### src/rtl/alu_core_pkg.sv
// Shared types and width for the ALU core.
package CPU_package;

    localparam int unsigned DATA_WIDTH = 16;

    typedef enum logic [3:0] {
        OpAdd = 4'd0,
        OpSub = 4'd1,
        OpMul = 4'd2,
        OpDiv = 4'd3,
        OpShl = 4'd4,
        OpShr = 4'd5,
        OpAnd = 4'd6,
        OpOr  = 4'd7,
        OpXor = 4'd8,
        OpNot = 4'd9,
        OpCpr = 4'd10
    } enum_alu_opcode_t;

    typedef struct packed {
        logic carry;
        logic zero;
        logic sign;
        logic overflow;
        logic equal;
        logic greater;
        logic error;
    } struct_alu_flag_t;

endpackage

### src/rtl/alu_core_if.sv
// Operand/opcode/result bundle between an ALU client (master) and the ALU (slave).
interface alu_core_if
    import CPU_package::*;
#(
    parameter int unsigned DATA_WIDTH = CPU_package::DATA_WIDTH
);
    logic [DATA_WIDTH-1:0] in_a;
    logic [DATA_WIDTH-1:0] in_b;
    logic                  input_carry;
    enum_alu_opcode_t      alu_opcode;
    logic                  alu_mode;
    logic [DATA_WIDTH-1:0] alu_out;
    struct_alu_flag_t      alu_out_flag;

    modport master (
        output in_a, in_b, input_carry, alu_opcode, alu_mode,
        input  alu_out, alu_out_flag
    );

    modport slave (
        input  in_a, in_b, input_carry, alu_opcode, alu_mode,
        output alu_out, alu_out_flag
    );
endinterface

### src/rtl/alu_comb.sv
// Combinational ALU datapath: result and flags for one operation.
// MUL/DIV hardware exists only when ALU_MULDIV_EN is defined.
module alu_comb
    import CPU_package::*;
#(
    parameter int unsigned DATA_WIDTH = CPU_package::DATA_WIDTH
) (
    input  logic [DATA_WIDTH-1:0] i_a,
    input  logic [DATA_WIDTH-1:0] i_b,
    input  logic                  i_carry,
    input  enum_alu_opcode_t      i_opcode,
    input  logic                  i_mode,
    output logic [DATA_WIDTH-1:0] o_result,
    output struct_alu_flag_t      o_flag
);
    localparam int unsigned W = DATA_WIDTH;

    logic [W:0]   w_sum;
    logic [W:0]   w_diff;
    logic [W-1:0] w_result;
    logic         w_legal;
    struct_alu_flag_t w_flag;

    // Bit W of the widened difference is the borrow out.
    assign w_sum  = {1'b0, i_a} + {1'b0, i_b} + {{W{1'b0}}, i_carry};
    assign w_diff = {1'b0, i_a} - {1'b0, i_b} - {{W{1'b0}}, i_carry};

`ifdef ALU_MULDIV_EN
    logic [2*W-1:0] w_prod;
    logic [W-1:0]   w_quot;
    assign w_prod = {{W{1'b0}}, i_a} * {{W{1'b0}}, i_b};
    assign w_quot = (i_b == '0) ? '1 : i_a / i_b;
`endif

    always_comb begin
        w_result = '0;
        w_flag   = '0;
        w_legal  = 1'b1;
        case (i_opcode)
            OpAdd: begin
                w_result      = w_sum[W-1:0];
                w_flag.carry  = w_sum[W];
                w_flag.overflow = (i_a[W-1] == i_b[W-1]) && (w_sum[W-1] != i_a[W-1]);
            end
            OpSub: begin
                w_result      = w_diff[W-1:0];
                w_flag.carry  = w_diff[W];
                w_flag.overflow = (i_a[W-1] != i_b[W-1]) && (w_diff[W-1] != i_a[W-1]);
            end
`ifdef ALU_MULDIV_EN
            OpMul: begin
                w_result        = w_prod[W-1:0];
                w_flag.overflow = |w_prod[2*W-1:W];
            end
            OpDiv: begin
                w_result     = w_quot;
                w_flag.error = (i_b == '0);
            end
`endif
            OpShl: begin
                w_result     = {i_a[W-2:0], 1'b0};
                w_flag.carry = i_a[W-1];
            end
            OpShr: begin
                w_result     = {1'b0, i_a[W-1:1]};
                w_flag.carry = i_a[0];
            end
            OpAnd: w_result = i_a & i_b;
            OpOr:  w_result = i_a | i_b;
            OpXor: w_result = i_a ^ i_b;
            OpNot: w_result = ~i_a;
            OpCpr: begin
                w_flag.equal   = (i_a == i_b);
                w_flag.greater = (i_a > i_b);
                if (i_a > i_b) begin
                    w_result = W'(1);
                end else if (i_a < i_b) begin
                    w_result = W'(2);
                end
            end
            default: w_legal = 1'b0;
        endcase

        if (w_legal) begin
            w_flag.zero = (w_result == '0);
            w_flag.sign = w_result[W-1];
            if (i_mode) begin
                w_flag.carry    = 1'b0;
                w_flag.overflow = 1'b0;
            end
        end else begin
            w_result     = '0;
            w_flag       = '0;
            w_flag.error = 1'b1;
        end
    end

    assign o_result = w_result;
    assign o_flag   = w_flag;
endmodule

### src/rtl/alu_core.sv
// Registered ALU: one result and flag set per cycle, cleared asynchronously by rst_n.
// Optional MUL/DIV support via the ALU_MULDIV_EN macro.
module alu_core
    import CPU_package::*;
#(
    parameter int unsigned DATA_WIDTH = CPU_package::DATA_WIDTH
) (
    input  logic       clk,
    input  logic       rst_n,
    alu_core_if.slave  bus
);
    logic [DATA_WIDTH-1:0] w_result;
    struct_alu_flag_t      w_flag;
    logic [DATA_WIDTH-1:0] r_out;
    struct_alu_flag_t      r_flag;

    alu_comb #(
        .DATA_WIDTH (DATA_WIDTH)
    ) u_alu_comb (
        .i_a      (bus.in_a),
        .i_b      (bus.in_b),
        .i_carry  (bus.input_carry),
        .i_opcode (bus.alu_opcode),
        .i_mode   (bus.alu_mode),
        .o_result (w_result),
        .o_flag   (w_flag)
    );

    always_ff @(posedge clk or negedge rst_n) begin
        if (!rst_n) begin
            r_out  <= '0;
            r_flag <= '0;
        end else begin
            r_out  <= w_result;
            r_flag <= w_flag;
        end
    end

    assign bus.alu_out      = r_out;
    assign bus.alu_out_flag = r_flag;
endmodule

### src/flat_wrapper.sv
// flat-port wrapper written by rule: the top's interface ports become plain ports
module alu_core_flat import CPU_package::*;
#(
    parameter int unsigned DATA_WIDTH = CPU_package::DATA_WIDTH
)
  (clk, rst_n, bus_in_a, bus_in_b, bus_input_carry, bus_alu_opcode, bus_alu_mode, bus_alu_out, bus_alu_out_flag);
  alu_core_if #(.DATA_WIDTH(DATA_WIDTH)) bus_i ();
  input  logic clk;
  input  logic rst_n;
  input wire logic [$bits(bus_i.in_a)-1:0] bus_in_a;
  input wire logic [$bits(bus_i.in_b)-1:0] bus_in_b;
  input wire logic [$bits(bus_i.input_carry)-1:0] bus_input_carry;
  input wire logic [$bits(bus_i.alu_opcode)-1:0] bus_alu_opcode;
  input wire logic [$bits(bus_i.alu_mode)-1:0] bus_alu_mode;
  output wire logic [$bits(bus_i.alu_out)-1:0] bus_alu_out;
  output wire logic [$bits(bus_i.alu_out_flag)-1:0] bus_alu_out_flag;
  assign bus_i.in_a = bus_in_a;
  assign bus_i.in_b = bus_in_b;
  assign bus_i.input_carry = bus_input_carry;
  assign bus_i.alu_opcode = bus_alu_opcode;
  assign bus_i.alu_mode = bus_alu_mode;
  assign bus_alu_out = bus_i.alu_out;
  assign bus_alu_out_flag = bus_i.alu_out_flag;
  alu_core #(.DATA_WIDTH(DATA_WIDTH)) u_core (.clk(clk), .rst_n(rst_n), .bus(bus_i));
endmodule
### config.mk
export PLATFORM = sky130hd
export DESIGN_NAME = alu_core_flat
export DESIGN_NICKNAME = d
export VERILOG_FILES = /design/src/rtl/alu_core_pkg.sv /design/src/rtl/alu_core_if.sv /design/src/rtl/alu_comb.sv /design/src/rtl/alu_core.sv /design/src/flat_wrapper.sv
export SDC_FILE = /design/constraint.sdc
export NUM_CORES = 1
export LEC_CHECK = 0
export BUFFER_PORTS_ARGS = -buffer_cell sky130_fd_sc_hd__buf_2
export CELL_PAD_IN_SITES_DETAIL_PLACEMENT = 1
export CELL_PAD_IN_SITES_GLOBAL_PLACEMENT = 1
export CORE_MARGIN = 5
export CORE_UTILIZATION = 35
export CTS_BUF_LIST = sky130_fd_sc_hd__clkbuf_4 sky130_fd_sc_hd__clkbuf_8
export DETAILED_ROUTE_END_ITERATION = 8
export PLACE_DENSITY_LB_ADDON = 0.3
export SLEW_MARGIN = 20
export SYNTH_ARGS = -nofsm -noshare
export SYNTH_HDL_FRONTEND = slang
export SYNTH_SLANG_ARGS = --single-unit
### constraint.sdc
create_clock -name clk -period 0.95 [get_ports clk]
set_input_delay 0.19 -clock clk [delete_from_list [all_inputs] [get_ports clk]]
set_output_delay 0.19 -clock clk [all_outputs]
set_load 0.02 [all_outputs]
==> impl_metrics.csv <==
group,metric,value,unit
status,outcome,"finished, violations left",
status,violations,"setup timing",
routing,vias,6034,
finish,fin_util,0.650,
logic_synthesis,ys_warn_count,0,
timing,fin_crit_sh,3.16,
critical_path,crit_arrival,3.17,ns
global_route,antenna_found_initial,0,
pwr,worst_ir_drop_vdd,505,µV
timing,hold_ws,0.153,ns
global_route,grt_pass1_vias,6199,
timing,setup-tns-final,-30.40,ns
timing,rsz0062_at_grt,"yes",
floorplanning,fp.dieW,119,µm
routing,drt-pass1-iter-count,5,
critical_path,critPathMaxFanout,3,
logic_synthesis,avgSynthCellArea,8.26,µm²
finish,drive_gt1_frac,0.594,
logic_synthesis,async_reset_ff_frac,1.00,
floorplanning,die_area,14200,µm²
timing,maxSlewViolCount,0,
worst_hold_path,hold_start,"bus_alu_mode",
critical_path,cp-startpoint,"bus_in_a[0]",
pwr,p_leak,3.58,nW
cts,numCtsBuffers,3,
critical_path,worst-setup-path-type,"primary input to flop",
critical_path,critical_path_required,1.12,ns
timing,timing.final.ws_setup,-2.05,ns
critical_path,path_cells,"buf_8 -> fa_2 -> ha_4 -> o21ai_4 -> buf_4 -> a211o_2 -> o2111a_1 -> nor3_2 -> o211ai_1 -> a2111oi_2 -> nand4_1 -> nor4_2",
finish,antennaDiodeCount,0,
cts,cts_buffer_depth,2,
routing,drc,0,
critical_path,slowest_stage,"fa_2",
finish,final_nets,912,
cts,tritoncts,"done",
critical_path,start_kind,"primary input",
finish,area_growth_syn_to_layout,84.6,%
timing,max-slew-margin-rel,0.292,
global_route,grt_overflow,0,
timing,min_period,3.00,ns
critical_path,slowest_delay,0.65,ns
floorplanning,io_pins,63,
logic_synthesis,mappedNetlistArea,4180,µm²
timing,worst_slew_pin_slew,1.06,ns
global_route,track_usage,0.326,
logic_synthesis,synth_nets,628,
placement,placedCellCount,912,
cts,cts_root_buffer,"clkbuf_8",
logic_synthesis,synth.distinct_cells,77,
timing,clock.fmax,0.333,GHz
cts,cts_sinks,22,
floorplanning,rows,40,
finish,fillers,1308,
timing,hold_viol,0,
floorplanning,fp.coreArea,11900,µm²
critical_path,cp-end-kind,"flop",
global_route,grt_pass1_wl,36.1,mm
logic_synthesis,synthFlopType,"dfrtp_1",
finish,multi_input_area,4230,µm²
placement,portBuffers,62,
cts,clkTransAtPathRegs,0.08,ns
global_route,grt_max_degree,23,
logic_synthesis,synth_edf_count,0,
pwr,p_per_area,974,nW/µm²
critical_path,crit_end,"u_core.bus.alu_out_flag[5]$_DFF_PN0_",
finish,regArea,551,µm²
routing,wl,27.7,mm
timing,finalSetupViolCount,45,
logic_synthesis,synth_seq_cells,22,
finish,fin_cells,936,
floorplanning,die_h,119,µm
placement,gp_congestion,0.969,
logic_synthesis,synth_seq_area_share,0.132,
pwr,power,7.51,mW
routing,postRouteAntennaNets,0,
routing,dr.first_iter.drc_count,654,
cts,cts.htree.levels,1,
routing,via_per_inst,6.45,
worst_hold_path,worstHoldPathType,"primary input to flop",
floorplanning,start_util,0.352,
flow_run,maxCapViolCount,0,
logic_synthesis,syn_inst,506,
placement,post-dp-hpwl,16.1,mm
routing,wl_per_cell,29.6,µm
-- worst min path at each step --
stage | end | slack [ns] | cells after the start
6_report | u_core.bus.alu_out_flag[6]$_DFF_PN0_ | 0.15 | 2
5_1_grt | u_core.bus.alu_out_flag[6]$_DFF_PN0_ | 0.13 | 2
4_1_cts | u_core.bus.alu_out_flag[6]$_DFF_PN0_ | 0.13 | 2
3_5_place_dp | u_core.bus.alu_out[14]$_DFF_PN0_ | 0.17 | 1
3_3_place_gp | u_core.bus.alu_out[13]$_DFF_PN0_ | 0.16 | 1
2_1_floorplan | u_core.bus.alu_out[0]$_DFF_PN0_ | -0.11 | 0
-- sequential cells by signal, summed over array words and instances, names as in the netlist --
signal                   count
u_core.bus.alu_out          15
u_core.bus.alu_out_flag      7
-- cell type report --
cell class | instances | area share
clock buffer | 3 | 0.00535
clock inverter | 1 | 0.00389
inverter | 68 | 0.0365
multi-input combinational | 394 | 0.548
sequential | 22 | 0.0714
tap | 147 | 0.0238
timing repair buffer | 301 | 0.311
-- routing by layer --
| layer | share of wire | vias to the layer above | routed length [µm] | GRT usage |
|---|---|---|---|---|
| met5 | 0 | - | 0 | 0 |
| li1 | - | 2397 | - | - |
| met2 | 0.47 | 511 | 13000 | 0.579 |
| met4 | 0.089 | 0 | 2460 | 0.163 |
| met1 | 0.35 | 2905 | 9600 | 0.375 |
| met3 | 0.094 | 221 | 2600 | 0.0560 |
-- cells by family (layout without fill, tap and decap cells) --
group	after synthesis	after routing	share of synthesized area
compound gates	140	140	0.249
simple gates	132	132	0.170
buf+inv	90	373	0.0880
fa+ha+maj	82	82	0.253
flops	22	22	0.132
xor+xnor	21	21	0.0440
mux	19	19	0.0638
-- timing repair --
action / in CTS / in global routing
buffers inserted: 16 / 13
hold endpoints to repair: 22 / 0
pin swaps: 38 / 24
hold buffers: 1 / 0
gates cloned: 0 / 0
setup endpoints to repair: 45 / 45
gates resized for setup: 159 / 79
-- power breakdown --
| part | internal (mW) | switching [mW] | total (mW) |
|---|---|---|---|
| registers | 1.02 | 0.0561 | 1.08 |
| logic | 2.57 | 2.98 | 5.55 |
| clock network | 0.563 | 0.318 | 0.881 |
-- layout by cell type (no fill, tap or decap), types with 5 or more instances in the layout --
master	count
ha_1	55
a21o_1	5
a22oi_1	5
o21ai_0	9
xnor2_1	9
inv_1	40
mux4_2	6
xor2_1	6
nand3_1	6
ha_4	21
nand2_1	32
nor4_4	5
mux2i_1	10
a21oi_1	10
nor3_1	5
nor2b_1	5
buf_4	223
o211ai_1	12
a221o_1	6
o21ai_1	6
dfrtp_1	22
inv_2	20
buf_2	28
buf_6	44
inv_4	5
nor2_1	24
a21oi_2	7
-- Yosys cell counts, drive strengths merged, types with 11 or more instances --
cell | n | area (µm²)
clkbuf | 11 | 43.8
mux2i | 12 | 120
nor2 | 30 | 113
o211ai | 12 | 90.1
a21oi | 21 | 105
dfrtp | 22 | 551
xnor2 | 13 | 114
buf | 11 | 68.8
o21ai | 21 | 109
nand2 | 38 | 143
ha | 78 | 976
inv | 68 | 255
-- critical path, delay by kind of cell --
family | cells | cell delay [ns]
buf+inv | 2 | 0.26
simple gates | 3 | 0.58
fa+ha+maj | 2 | 0.84
compound gates | 5 | 1.29
-- metrics by stage --
step	setup slack (ns)	cell area [µm²]
after CTS	-1.66	7350
final	-2.05	7710
after global placement	-2.06	6420
after global routing	-2.07	7710
after detailed placement	-2.09	6420
after floorplan	-1.62	4420
(Power assumes the default switching activity.)
